## config.mk

```make
export PLATFORM = sky130hd
export DESIGN_NAME = pipe_skid_reg
export DESIGN_NICKNAME = d
export VERILOG_FILES = /design/src/rtl/pipe_skid_reg.sv
export SDC_FILE = /design/constraint.sdc
export NUM_CORES = 1
export LEC_CHECK = 0
export BUFFER_PORTS_ARGS = -buffer_cell sky130_fd_sc_hd__clkbuf_2
export CORE_MARGIN = 4
export CORE_UTILIZATION = 42
export DETAILED_ROUTE_END_ITERATION = 7
export MAX_ROUTING_LAYER = met4
export PLACE_DENSITY_LB_ADDON = 0.25
export SYNTH_ARGS = -nofsm -noshare
export SYNTH_HDL_FRONTEND = slang
export SYNTH_SLANG_ARGS = --single-unit
```

## constraint.sdc

```tcl
create_clock -name Clk -period 2.4 [get_ports Clk]
set_clock_uncertainty 0.2 [all_clocks]
set_input_delay 0.36 -clock Clk [delete_from_list [all_inputs] [get_ports Clk]]
set_output_delay 0.36 -clock Clk [all_outputs]
set_load 0.02 [all_outputs]
```

## src/rtl/pipe_skid_reg.sv

```systemverilog
// -----------------------------------------------------------------------------
// pipe_skid_reg
//
// Reusable pipeline stage register with a valid/ready handshake and a
// two-entry skid buffer. Sustains one transfer per cycle, absorbs one extra
// payload when the downstream stalls, and supports a synchronous flush.
// in_ready is decoded purely from registered state, so there is no
// combinational path from out_ready to in_ready.
//
// Parameters:
//   DATA_W      payload width (default 142 = packed MEM/WB bundle)
//   RESET_DATA  value loaded into both data registers on reset and flush
//
// Ports:
//   Clk           clock, all state updates on posedge
//   Reset         synchronous active-low reset
//   flush         synchronous kill of all held entries
//   in_valid      upstream has a payload
//   in_data       upstream payload
//   in_ready      stage can accept (low only while the skid entry is held)
//   out_valid     out_data is valid
//   out_data      downstream payload (main register)
//   out_ready     downstream accepts
//   occupancy     entries held: 0, 1 or 2
//   stall_cycles  backpressure cycle counter
//
// Build option:
//   PIPE_SKID_STALL_CNT_EN  when defined, stall_cycles counts cycles with
//                           out_valid=1 and out_ready=0 (saturating, cleared
//                           only by Reset). When undefined it reads 0.
// -----------------------------------------------------------------------------
module pipe_skid_reg #(
    parameter int                 DATA_W     = 142,
    parameter logic [DATA_W-1:0]  RESET_DATA = {DATA_W{1'b0}}
) (
    input  logic              Clk,
    input  logic              Reset,
    input  logic              flush,
    input  logic              in_valid,
    input  logic [DATA_W-1:0] in_data,
    output logic              in_ready,
    output logic              out_valid,
    output logic [DATA_W-1:0] out_data,
    input  logic              out_ready,
    output logic [1:0]        occupancy,
    output logic [31:0]       stall_cycles
);

    // The valids are encoded in the state: BUSY = main only, FULL = main+skid.
    typedef enum logic [1:0] {
        ST_EMPTY = 2'd0,
        ST_BUSY  = 2'd1,
        ST_FULL  = 2'd2
    } state_t;

    state_t              state_reg, state_next;
    logic [DATA_W-1:0]   main_data_reg, main_data_next;
    logic [DATA_W-1:0]   skid_data_reg, skid_data_next;

    logic main_valid;
    logic skid_valid;
    logic in_fire;
    logic out_fire;

    // ------------------------------------------------------------------
    // State and data registers
    // ------------------------------------------------------------------
    always_ff @(posedge Clk) begin
        if (!Reset) begin
            state_reg     <= ST_EMPTY;
            main_data_reg <= RESET_DATA;
            skid_data_reg <= RESET_DATA;
        end else begin
            state_reg     <= state_next;
            main_data_reg <= main_data_next;
            skid_data_reg <= skid_data_next;
        end
    end

    assign in_fire  = in_valid & in_ready;
    assign out_fire = main_valid & out_ready;

    // ------------------------------------------------------------------
    // Next-state and next-data logic
    // ------------------------------------------------------------------
    always_comb begin
        state_next     = state_reg;
        main_data_next = main_data_reg;
        skid_data_next = skid_data_reg;

        if (flush) begin
            // Any in_fire this cycle is dropped; an out_fire has already
            // been seen by the consumer and needs no action here.
            state_next     = ST_EMPTY;
            main_data_next = RESET_DATA;
            skid_data_next = RESET_DATA;
        end else begin
            case (state_reg)
                ST_EMPTY: begin
                    if (in_fire) begin
                        main_data_next = in_data;
                        state_next     = ST_BUSY;
                    end
                end
                ST_BUSY: begin
                    if (in_fire && out_fire) begin
                        main_data_next = in_data;
                    end else if (in_fire) begin
                        skid_data_next = in_data;
                        state_next     = ST_FULL;
                    end else if (out_fire) begin
                        state_next     = ST_EMPTY;
                    end
                end
                ST_FULL: begin
                    // in_ready is low here, so in_data is never captured.
                    if (out_fire) begin
                        main_data_next = skid_data_reg;
                        state_next     = ST_BUSY;
                    end
                end
                default: begin
                    state_next = ST_EMPTY;
                end
            endcase
        end
    end

    // ------------------------------------------------------------------
    // Outputs decoded from registered state only
    // ------------------------------------------------------------------
    always_comb begin
        main_valid = 1'b0;
        skid_valid = 1'b0;
        case (state_reg)
            ST_BUSY: main_valid = 1'b1;
            ST_FULL: begin
                main_valid = 1'b1;
                skid_valid = 1'b1;
            end
            default: begin
                main_valid = 1'b0;
                skid_valid = 1'b0;
            end
        endcase
    end

    assign in_ready  = ~skid_valid;
    assign out_valid = main_valid;
    assign out_data  = main_data_reg;
    assign occupancy = {1'b0, main_valid} + {1'b0, skid_valid};

    // ------------------------------------------------------------------
    // Backpressure counter
    // ------------------------------------------------------------------
`ifdef PIPE_SKID_STALL_CNT_EN
    logic [31:0] stall_cnt_reg;

    // Not cleared by flush: it measures downstream behaviour over the run.
    always_ff @(posedge Clk) begin
        if (!Reset) begin
            stall_cnt_reg <= 32'd0;
        end else if (main_valid && !out_ready && (stall_cnt_reg != 32'hFFFF_FFFF)) begin
            stall_cnt_reg <= stall_cnt_reg + 32'd1;
        end
    end

    assign stall_cycles = stall_cnt_reg;
`else
    assign stall_cycles = 32'd0;
`endif

endmodule
```

Yosys cells after proc, flatten, opt, wreduce, memory -nomap -nowiden
Cells that the tools add are included.
{ "word_totals": {"in_bits": 147, "wordCells": 36, "regBits": 286} }
{ "op_classes": {"n_reduce_logical": 8, "n_eq_ne": 7, "add_sub_neg": 1, "n_mux": 12, "n_bitwise": 5} }
{ "op_table": {"columns": ["operator", "n"], "rows": [
  ["142-bit 2-to-1 mux", 3],
  ["142-bit one-hot mux with 3 select lines", 1],
  ["2-bit 2-to-1 mux", 5],
  ["2-bit != test (second input constant)", 4],
  ["4-bit AND reduction", 2],
  ["2-bit one-hot mux with 3 select lines", 1],
  ["2-bit OR reduction", 2],
  ["3-bit != test (second input constant)", 1],
  ["1-bit NOT", 3],
  ["3-bit AND reduction", 1],
  ["3-bit nonzero test", 1],
  ["1-bit by 1-bit adder with 2-bit output", 1],
  ["1-bit AND", 2],
  ["2-bit by 1-bit == test with 1-bit output (second input constant)", 1],
  ["2-bit == test (second input constant)", 1],
  ["2-bit logical NOT", 1],
  ["1-bit 2-to-1 mux", 2],
  ["1-bit logical AND", 1]
]} }

Longest topological paths before layout
Gate-level depths: netlist of run 1.
{ "logic_depth": {"depth_word": 8, "mapped_depth": 11, "ltp_nobuf": 6} }

Worst setup path before layout of run 1
OpenSTA, ideal clock, no wires.
{ "synth_path": {"path_kind": "flip-flop to flip-flop", "start": "reg state_reg[0]", "end": "reg main_data_reg[29] (netlist: out_data[29])", "setup_ns": 0.081, "synth_period_minus_slack_ns": 2.285, "t_arrival_ns": 2.003, "path_slack_ns": 0.115, "path_stages_with_launch": 11, "path_cell_list": "dfxtp_1 > inv_1 > ha_1 > buf_4 > inv_2 > a22o_1 > buf_2 > buf_4 > clkbuf_1 > a21oi_1 > a211oi_2"} }
{ "synth_between": {"elab_chain_cells": 7, "elab_cells_between_ends": 16, "cone_classes": "5 x eq/ne; 3 x mux; 3 x bitwise; 5 x reduce/logical"} }
{ "synth_rtl": {"columns": ["item", "line", "source"], "rows": [
  ["from (decl)", "56", "state_t state_reg, state_next;"],
  ["from (signal assigned)", "74", "state_reg <= state_next;"],
  ["2-bit == test *", "135", "case (state_reg)"],
  ["1-bit 2-to-1 mux *", "135", null],
  ["1-bit NOT *", "148", "assign in_ready = ~skid_valid;"],
  ["named net in_ready", "41", "output logic in_ready,"],
  ["1-bit AND *", "80", "assign in_fire = in_valid & in_ready;"],
  ["1-bit logical AND", "106", "if (in_fire && out_fire) begin"],
  ["2-bit != test (no source line)", null, null],
  ["4-bit AND reduction (no source line) *", null, null],
  ["to (signal assigned)", "75", "main_data_reg <= main_data_next;"],
  ["to (decl)", "57", "logic [DATA_W-1:0] main_data_reg, main_data_next;"]
]} }
The timed path passes the listed nets; every way through them passes the cells marked *.
A chain may end at the register's enable or synchronous reset.

Worst setup path in the final report of run 1
{ "layout_path": {"start": "reg state_reg[0]", "end": "out occupancy[1]"} }
{ "layout_between": {"elab_chain_cells": 4, "elab_cells_between_ends": 6, "cone_classes": "1 x add/sub; 2 x eq/ne; 2 x mux; 1 x reduce/logical"} }
{ "layout_rtl": {"columns": ["item", "line", "source"], "rows": [
  ["2-bit == test / 2-bit by 1-bit == test with 1-bit output (equally long branches)", "135", null],
  ["2-bit OR reduction (no source line)", null, null],
  ["1-bit 2-to-1 mux", "135", null],
  ["1-bit by 1-bit adder with 2-bit output *", "151", "assign occupancy = {1'b0, main_valid} + {1'b0, skid_valid};"],
  ["to (decl)", "45", "output logic [1:0] occupancy,"]
]} }
Mark *: on every way between the ends. The rest lies on a longest branch, timed or not.

==> results of run 1 <==
==> worst reg2reg max path, cell delays in order, from the launching register on <==
cell	delay [ns]
sky130_fd_sc_hd__dfxtp_1	0.39
sky130_fd_sc_hd__inv_1	0.15
sky130_fd_sc_hd__ha_4	0.32
sky130_fd_sc_hd__nand4b_4	0.12
sky130_fd_sc_hd__a21oi_4	0.23
sky130_fd_sc_hd__and2_4	0.33
sky130_fd_sc_hd__clkbuf_16	0.30
sky130_fd_sc_hd__a211oi_1	0.13
==> cell families after synthesis <==
family / Yosys count
other cells: 1
mux: 143
buf+inv: 162
compound gates: 433
fa+ha+maj: 5
flops: 286
simple gates: 297
==> area by class of cell <==
type	count	area [µm²]	share of cell area, %
clock inverters	8	71.3	0.433
clock buffers	49	923	5.60
well taps	384	480	2.91
flip-flops and latches	286	5730	34.7
repair buffers	470	3490	21.2
diodes	2	5.00	0.0304
inverters	4	15.0	0.0911
multi-input cells	910	5780	35.0
==> power by group <==
part / total, mW / internal, mW / switching (mW)
registers: 5.05 / 4.94 / 0.110
clock network: 4.63 / 2.73 / 1.91
logic: 2.02 / 0.799 / 1.22
==> per-stage QoR <==
| step | setup TNS, ns | cells |
|---|---|---|
| 2_1_floorplan | 0 | 1358 |
| 3_3_place_gp | 0 | 1910 |
| 3_5_place_dp | 0 | 1910 |
| 4_1_cts | 0 | 2109 |
| 5_1_grt | -0.0125 | 2113 |
| 6_report | 0 | 2113 |
==> worst max-delay path by stage <==
stage,endpoint,depth (start not counted),startpoint
final,occupancy[1],4,state_reg[0]$_SDFFE_PP0P_
after detailed placement,out_data[120]$_SDFFE_PP0P_,7,state_reg[0]$_SDFFE_PP0P_
after global placement,out_data[116]$_SDFFE_PP0P_,7,state_reg[0]$_SDFFE_PP0P_
after CTS,out_data[123]$_SDFFE_PP0P_,7,state_reg[0]$_SDFFE_PP0P_
after global routing,skid_data_reg[23]$_SDFFE_PP0P_,7,state_reg[0]$_SDFFE_PP0P_
after floorplan,out_data[29]$_SDFFE_PP0P_,10,state_reg[0]$_SDFFE_PP0P_
==> cells in the final DEF, fill, tap and decap left out, types with 10 or more instances in the layout <==
master                          Yosys  layout
sky130_fd_sc_hd__clkbuf_2           0     292
sky130_fd_sc_hd__a21oi_1          286     286
sky130_fd_sc_hd__dfxtp_1          286     286
sky130_fd_sc_hd__nand2_1          285     285
sky130_fd_sc_hd__mux2i_1          142     142
sky130_fd_sc_hd__dlygate4sd3_1      0     142
sky130_fd_sc_hd__a211oi_2          80      80
sky130_fd_sc_hd__a211oi_1          63      63
sky130_fd_sc_hd__clkbuf_16          0      33
sky130_fd_sc_hd__conb_1             1      32
sky130_fd_sc_hd__buf_12             0      21
sky130_fd_sc_hd__buf_4             34      11
sky130_fd_sc_hd__clkbuf_1          82      10
==> metal layers <==
layer  vias up  GRT usage (%)
li1       5347              -
met1      5094           27.4
met2       319           34.6
met3        41           4.64
met4         0           4.13
met5         -              -
==> repair_timing <==
item,CTS,global route
endpoints found under the hold margin,275,0
setup buffers,0,0
endpoints found under the setup margin,0,112
hold buffers,142,0
gates resized for setup,0,3
==> run metrics, run 1 <==
leakage power of the design 6.17 nW; kind of start point of the critical path register; cells taking the most area after synthesis sky130_fd_sc_hd__dfxtp_1 (47%), sky130_fd_sc_hd__a21oi_1 (12%), sky130_fd_sc_hd__mux2i_1 (12%); master of the slowest instance on the critical path sky130_fd_sc_hd__dfxtp_1; final period demand of the worst path about 2.3 ns; vias in the first global route ~10000; compound-cell area share of the yosys netlist between 20% and 30%; max_slew headroom between 40% and 50%; transition time at the pin with the least slew margin 0.884 ns; final count of hold timing violations 0; initial drt markers between 600 and 700; Worst Hold Slack roughly 0.10 ns; via count 10800; net total in the final layout 1855; count of state elements after synthesis roughly 290; H-tree level count 1; post-layout util slightly below 60%; fraction of synthesized cell area in xor and xnor cells 0%; type of the setup path with the least slack reg -> out; endpoint of the worst hold path skid_data_reg[132]$_SDFFE_PP0P_; number of distinct standard cells referenced by the synthesized netlist 29; Clock Path Buffers 3; floorplan row count 62; CTS tree done; multiplexer share of the synthesized area between 10% and 20%; share of synthesized registers carrying an async set or reset 0%; Routed WL per cell 16.6 µm; GRT Total Usage 21.2%; maximum net fanout on the critical path 9; Routed met3 length between 2000 and 3000 µm; maximum achievable frequency 434 MHz; leading register cell type out of synthesis sky130_fd_sc_hd__dfxtp_1; status completed; wirelength, routed 35100 µm; fraction of layout cells with a size suffix above 1 ~27%; worst hold path class in -> reg; maximum single-stage delay on the critical path roughly 0.34 ns; top post-synthesis cells by count sky130_fd_sc_hd__a21oi_1 (286), sky130_fd_sc_hd__dfxtp_1 (286), sky130_fd_sc_hd__nand2_1 (285); synthesized area per cell around 9.2 µm²; Period Utilization, post-route 96.1%; total of endpoints with negative setup slack in the final report 0; largest area contributor in the synthesized netlist sky130_fd_sc_hd__dfxtp_1; count of synthesis-stage warnings from yosys 0; Std-Cell Core Area about 0.029 mm²; synthesized area approximately 0.012 mm²; chip width roughly 180 µm; startpoint of the tightest hold check path Reset; clk root buf sky130_fd_sc_hd__clkbuf_16; r2r setup slk about 0.12 ns; half-perimeter wire length after detailed placement 21300 µm; number of remaining DRC errors 0; Cell Chain, Critical Path inv_1 > ha_4 > buf_4 > clkbuf_2; RSZ-0062 raised after global routing true; metal1 wirelength roughly 16000 µm; total clock buffers created by CTS 31; R2R cell count 7; RePlAce Congestion 0.828; highest metal used met4; latest clock arrival within the worst-skew pair roughly 0.55 ns; largest family of logic cells by synthesized area compound AO/OA/AOI/OAI gates; required time reported for the critical path endpoint about 1.8 ns; I/O pin count 325; Detail Route Antenna Nets 0; Synth Area in Simple Gates a little under a tenth; number of buffer and inverter instances along the worst setup path 3; area fraction of the dominant cell type after synthesis 47.0%; synthesized netlist cell count 1327; IR drop worst, VDD ~0.00054 V; pre-CTS worst setup slack ~0.07 ns; pwr/cell area between 700 and 800 mW/mm²; launching point of the worst reg2reg path state_reg[0]$_SDFFE_PP0P_; Post-DP Area 0.0140 mm²; initial cell density of the core between 40 and 50%; clock-pin transition on the worst setup and hold timing paths about 0.060 ns; Port Buf Inserts roughly 300; remaining global-route overflow 0; post-synthesis adder-cell area fraction 0.514%; sinks on the clock net 286; number of flops mapped to enable cells by yosys 0; hold-critical path depth 3; Slew Limit Fails 0; maxcap violations 0; first-pass GRT wire length between 50000 and 60000 µm; Vias per Instance 5.11; Crit path arrival time around 1.8 ns; detailed-routed wire length on met2 ~16000 µm; largest delay contributor family on the critical path buffers and inverters; fill cell instance count of the final layout about 2500; overall die height ~180 µm; Total Power between 10 and 15 mW; CP endpoint kind output port; number of antenna violations at the first check in global routing 2; fraction of the yosys area taken by sequential cells a little under half; Final Worst Setup Slack 0.0946 ns; endpoint of the most critical register-to-register path out_data[5]$_SDFFE_PP0P_; maximum number of pins on one net before global-route repair slightly below 90; total die area ~0.032 mm²; Non-Filler Cell Area, Final between 0.015 and 0.02 mm²; DR pass1 iterations 5; layout-stage area growth over the synthesis result 35.4%
No activity file was read; power rests on OpenSTA's default activity.
==> run 2: changes to the inputs <==
Settings changed: TNS_END_PERCENT from default to 1.
Clock period 2.4 ns to 2.68 ns, I/O delays scaled along.
==> run 2 against run 1 <==
Effect of this change: clock-buffer cell count is the same; cell count shrank 0.47%; via count fell by 0.19%; clock power fell by 11%; critical path depth did not move; register-to-register slack better by 0.17 ns; die area is the same; sequential power decreased by 10%; global-route usage rose by 0.25 points; setup slack gained 0.11 ns; critical path type unchanged; largest cell class unchanged.
==> run metrics, run 2 (synthesis gave the netlist of run 1 again) <==
Routed met3 length 2560 µm (-3.9%); sequential cell area 0.00573 mm² (unchanged); sinks on the clock net 286 (unchanged); most frequent standard cell in the layout excluding fill and tap cells sky130_fd_sc_hd__clkbuf_2; total negative slack 0 ns (unchanged); status completed; Detail Route Antenna Nets 0 (unchanged); Total Power 10.4 mW (-11%); initial cell density of the core 42.5% (unchanged); DR pass1 iterations 5 (unchanged); I/O pin count 325 (unchanged); total clock buffers created by CTS 31 (unchanged); first-pass GRT wire length 55100 µm (+1.3%); maximum single-stage delay on the critical path 0.35 ns (about the same); r2r setup slk 0.29 ns (+0.17 ns); highest metal used met4; IR drop worst, VDD 0.000538 V (-0.96%); H-tree level count 1 (unchanged); initial drt markers 551 (-16%); Crit path arrival time 1.87 ns (+0.12 ns); maximum net fanout on the critical path 56 (+47); pwr/cell area 638 mW/mm² (-10%); Vias per Instance 5.13 (+0.29%); final period demand of the worst path 2.48 ns; endpoint of the most critical register-to-register path out_data[70]$_SDFFE_PP0P_; maximum number of pins on one net before global-route repair 93 (+6.9%); number of antenna violations at the first check in global routing 4 (+2); leading cell types in the layout, fill and taps excluded sky130_fd_sc_hd__clkbuf_2 (292), sky130_fd_sc_hd__a21oi_1 (286), sky130_fd_sc_hd__dfxtp_1 (286), sky130_fd_sc_hd__nand2_1 (285); maximum achievable frequency ~400 MHz; RePlAce Congestion 0.765 (-7.6%); CTS tree done; R2R cell count 8 (+1); fill cell instance count of the final layout 2508 (+1.3%); type of the setup path with the least slack reg -> out; hold-critical path depth 4 (+1); Slew Limit Fails 0 (unchanged); transition time at the pin with the least slew margin 0.702 ns (-0.182 ns); Clock Path Buffers 3 (unchanged); via count 10800 (-0.19%); Routed WL per cell 16.5 µm (-0.78%); chip width 178 µm (unchanged); remaining global-route overflow 0 (unchanged); overall die height 178 µm (unchanged); master of the slowest instance on the critical path sky130_fd_sc_hd__buf_12; startpoint of the tightest hold check path out_ready; Cell Chain, Critical Path inv_1 > ha_4 > buf_12 > clkbuf_2; maxcap violations 0 (unchanged); launching point of the worst reg2reg path state_reg[1]$_SDFFE_PP0P_; total die area 0.0318 mm² (unchanged); Std-Cell Core Area 0.0286 mm² (unchanged); total of endpoints with negative setup slack in the final report 0 (unchanged); metal1 wirelength 14800 µm (-4.9%); RSZ-0062 raised after global routing false; max_slew headroom 53.2% (+12 points); area used by multi-input combinational logic 0.00576 mm² (-0.22%); endpoint of the worst hold path state_reg[1]$_SDFFE_PP0P_; GRT Total Usage 21.4% (+0.25 points); floorplan row count 62 (unchanged); clk root buf sky130_fd_sc_hd__clkbuf_16; Port Buf Inserts 292 (unchanged); latest clock arrival within the worst-skew pair 0.54 ns (about the same); worst hold path class in -> reg; net total in the final layout 1844 (-0.59%); fraction of layout cells with a size suffix above 1 26.4% (-0.57 points); layout-stage area growth over the synthesis result 33.6%; required time reported for the critical path endpoint 2.08 ns (+0.24 ns); CP endpoint kind output port; wirelength, routed 34700 µm (-1.2%); kind of start point of the critical path register; half-perimeter wire length after detailed placement 20400 µm (-4.0%); number of remaining DRC errors 0 (unchanged); post-cts gate resize count 0 (unchanged); detailed-routed wire length on met2 16500 µm (+0.67%); leakage power of the design 6.05 nW (-1.8%); Period Utilization, post-route 92.4%; final count of hold timing violations 0 (unchanged); clock-pin transition on the worst setup and hold timing paths 0.06 ns (about the same); vias in the first global route 10800 (+2.9%)
-- run 2: cell count changes in the layout (fill, tap and decap cells not counted) --
cell / change
sky130_fd_sc_hd__buf_12: -4
sky130_fd_sc_hd__buf_16: -2
sky130_fd_sc_hd__buf_4: -3
sky130_fd_sc_hd__clkbuf_16: -2
sky130_fd_sc_hd__diode_2: +2
sky130_fd_sc_hd__ha_1: +1
sky130_fd_sc_hd__ha_4: -1
sky130_fd_sc_hd__inv_6: -1
-- run 2: worst max-delay path by stage --
stage               slack (ns)  depth (start not counted)                       from                   endpoint
floorplan                 0.40                         10  state_reg[0]$_SDFFE_PP0P_  out_data[29]$_SDFFE_PP0P_
global placement          0.36                          8  state_reg[1]$_SDFFE_PP0P_  out_data[67]$_SDFFE_PP0P_
detailed placement        0.30                          8  state_reg[1]$_SDFFE_PP0P_  out_data[70]$_SDFFE_PP0P_
CTS                       0.14                          4  state_reg[0]$_SDFFE_PP0P_               occupancy[1]
global route              0.09                          7  state_reg[1]$_SDFFE_PP0P_  out_data[25]$_SDFFE_PP0P_
finish                    0.20                          4  state_reg[0]$_SDFFE_PP0P_               occupancy[1]
-- run 2: layout make-up --
| cell class | instances | area share (%) |
|---|---|---|
| repair buffers | 459 | 20.2 |
| inverters | 4 | 0.0923 |
| diodes | 4 | 0.0615 |
| clock buffers | 49 | 5.68 |
| clock inverters | 7 | 0.385 |
| flip-flops and latches | 286 | 35.2 |
| multi-input cells | 910 | 35.4 |
| well taps | 384 | 2.95 |
-- run 2: worst max-delay path, delay by kind of cell (launching register included) --
kind | cells | cell delay, ns
buf+inv | 3 | 0.74
flops | 1 | 0.34
fa+ha+maj | 1 | 0.21
-- run 2: repair_timing --
item                                    CTS  global route
endpoints found under the setup margin    0             0
setup buffers                             0             0
hold buffers                            142             0
hold endpoints to repair                200             0
-- run 2: through the flow --
stage          utilization [%]  cells  instance area (µm²)  worst slack, ns  hold WS [ns]
6_report                  56.8   2103                16300            0.204         0.229
2_1_floorplan                -   1358                12300            0.395         0.236
4_1_cts                   56.8   2099                16300            0.139         0.201
3_3_place_gp              48.4   1901                13800            0.361         0.241
3_5_place_dp              48.4   1901                13800            0.298         0.246
5_1_grt                   56.8   2103                16300           0.0884         0.240
-- run 2: report_power, final --
| part | switching [mW] | internal [mW] |
|---|---|---|
| Sequential | 0.0984 | 4.42 |
| Combinational | 1.07 | 0.671 |
| Clock | 1.67 | 2.44 |
-- run 2: routing by layer --
| layer | vias up | GRT usage (%) |
|---|---|---|
| li1 | 5312 | - |
| met1 | 5093 | 26.2 |
| met2 | 316 | 35.9 |
| met3 | 60 | 5.24 |
| met4 | 0 | 5.15 |
| met5 | - | - |
==> run 3: changes to the inputs <==
Settings changed: CORE_UTILIZATION 42 to 30, CTS_BUF_LIST from default to sky130_fd_sc_hd__clkbuf_2.
==> run 3 against run 2 <==
Effect of this change: via count up 11%; die area up 38%; flip-flop and latch count unchanged; sequential power about the same; clock power down 24%; cell count up 19%; clock-buffer cell count up 73; global-route usage down 2.8 points; cell area up 10%; critical path type unchanged; largest cell class unchanged.
==> run metrics, run 3 (synthesis gave the netlist of run 1 again) <==
maximum net fanout on the critical path 5 (-91%); endpoint of the worst hold path out_data[133]$_SDFFE_PP0P_; DR pass1 iterations 4 (-1); r2r setup slk 0.19 ns (-0.10 ns); initial cell density of the core 30.5% (-12 points); number of buffer and inverter instances along the worst setup path 2 (-1); launching point of the worst reg2reg path state_reg[0]$_SDFFE_PP0P_; RSZ-0062 raised after global routing false; leakage power of the design 6.82 nW (+13%); Detail Route Antenna Nets 0 (unchanged); fraction of layout cells with a size suffix above 1 27.5% (+1.0 points); Worst Hold Slack 0.164 ns (-0.0653 ns); H-tree level count 3 (+2); endpoint of the most critical register-to-register path skid_data_reg[37]$_SDFFE_PP0P_; net total in the final layout 2063 (+12%); via count 11900 (+11%); maximum number of pins on one net before global-route repair 83 (-11%); master of the slowest instance on the critical path sky130_fd_sc_hd__dfxtp_4; detailed-routed wire length on met2 19700 µm (+19%); Total Power 9.60 mW (-7.4%); final count of hold timing violations 0 (unchanged); clk root buf sky130_fd_sc_hd__clkbuf_2; Std-Cell Core Area 0.0399 mm² (+39%); Port Buf Inserts 292 (unchanged); Slew Limit Fails 0 (unchanged); transition time at the pin with the least slew margin 1.13 ns (+0.430 ns); worst hold path class in -> reg; hold-critical path depth 4 (unchanged); final period demand of the worst path 2.52 ns (+0.0436 ns); total die area 0.0439 mm² (+38%); Cell Chain, Critical Path inv_1 > ha_4 > clkbuf_4; Period Utilization, post-route 94.0% (+1.6 points); total clock buffers created by CTS 82 (+160%); chip width 209 µm (+17%); required time reported for the critical path endpoint 2.08 ns (about the same); wirelength, routed 41100 µm (+19%); vias in the first global route 12400 (+15%); startpoint of the tightest hold check path in_data[133]; floorplan row count 73 (+18%); Routed met3 length 2310 µm (-9.5%); Clock Path Buffers 3 (unchanged); Routed WL per cell 16.5 µm (about the same); maxcap violations 0 (unchanged); maximum achievable frequency 397 MHz (-1.7%); status completed; number of remaining DRC errors 0 (unchanged); Crit path arrival time 1.92 ns (+0.05 ns); first-pass GRT wire length 65300 µm (+19%); Vias per Instance 4.78 (-6.7%); stages on the worst setup path 3 (-1); Post-DP Area 0.0140 mm² (+1.2%); total of endpoints with negative setup slack in the final report 0 (unchanged); overall die height 209 µm (+17%); RePlAce Congestion 0.776 (+1.5%); GRT Total Usage 18.6% (-2.8 points); highest metal used met4; clock-pin transition on the worst setup and hold timing paths 0.10 ns (+0.04 ns); layout-stage area growth over the synthesis result 47.4%; type of the setup path with the least slack reg -> out; remaining global-route overflow 0 (unchanged); CTS tree done; pwr/cell area 535 mW/mm² (-16%); kind of start point of the critical path register; CP endpoint kind output port; max_slew headroom 24.2% (-29 points); latest clock arrival within the worst-skew pair 0.92 ns (+0.38 ns); leading cell types in the layout, fill and taps excluded sky130_fd_sc_hd__clkbuf_2 (412), sky130_fd_sc_hd__dlygate4sd3_1 (308), sky130_fd_sc_hd__a21oi_1 (286), sky130_fd_sc_hd__nand2_1 (285), sky130_fd_sc_hd__dfxtp_1 (284); IR drop worst, VDD 0.000246 V (-54%); number of antenna violations at the first check in global routing 1 (-3); I/O pin count 325 (unchanged); metal1 wirelength 17900 µm (+21%); R2R cell count 7 (-1); largest delay contributor family on the critical path flip-flops; most frequent standard cell in the layout excluding fill and tap cells sky130_fd_sc_hd__clkbuf_2; half-perimeter wire length after detailed placement 22200 µm (+8.8%); maximum single-stage delay on the critical path 0.39 ns (+0.04 ns); initial drt markers 524 (-4.9%); sinks on the clock net 286 (unchanged); post-layout util 45.0% (-12 points); Non-Filler Cell Area, Final 0.0179 mm² (+10%)
[run 3: worst min-delay path: stages]
cell and delay, ns:
sky130_fd_sc_hd__dlygate4sd3_1 0.53, sky130_fd_sc_hd__clkbuf_2 0.11, sky130_fd_sc_hd__mux2i_1 0.12, sky130_fd_sc_hd__a211oi_1 0.08
[run 3: area by class of cell]
type	count	area, µm²
timing repair buffer	627	5050
fill	3833	22000
multi-input combinational	910	5790
clock inverter	21	82.6
sequential	286	5730
tap	525	657
clock buffer	122	611
inverter	4	17.5
antenna	1	2.50
[run 3: worst max-delay path by stage]
stage,slack [ns],from,endpoint
after floorplan,0.40,state_reg[0]$_SDFFE_PP0P_,out_data[29]$_SDFFE_PP0P_
after global placement,0.29,state_reg[1]$_SDFFE_PP0P_,out_data[51]$_SDFFE_PP0P_
after detailed placement,0.22,state_reg[1]$_SDFFE_PP0P_,out_data[23]$_SDFFE_PP0P_
after CTS,-0.06,state_reg[1]$_SDFFE_PP0P_,occupancy[0]
after global routing,0.004,state_reg[1]$_SDFFE_PP0P_,out_valid
final,0.16,state_reg[1]$_SDFFE_PP0P_,out_valid
[run 3: per-stage QoR]
stage / TNS, ns / setup slack (ns) / instances
final: 0 / 0.160 / 2496
after floorplan: 0 / 0.395 / 1358
after global routing: 0 / 0.00392 / 2496
after CTS: -0.0905 / -0.0629 / 2495
after global placement: 0 / 0.289 / 2040
after detailed placement: 0 / 0.217 / 2040
[run 3: timing repair]
item                                    in CTS  in global routing
buffers inserted                             1                  0
gates cloned                                 3                  0
pin swaps                                    1                  0
hold buffers                               308                  0
endpoints found under the setup margin       4                  2
resized for setup                           10                  4
endpoints found under the hold margin      286                  0
[run 3: power by group]
part	switching, mW	internal (mW)
Sequential	0.0981	4.42
Combinational	1.14	0.830
Clock	1.92	1.20
[run 3: routing by layer]
metal / vias to the layer above / GRT usage (%)
li1: 5816 / -
met4: 0 / 7.81
met3: 91 / 4.26
met1: 5688 / 22.4
met5: - / -
met2: 338 / 30.2
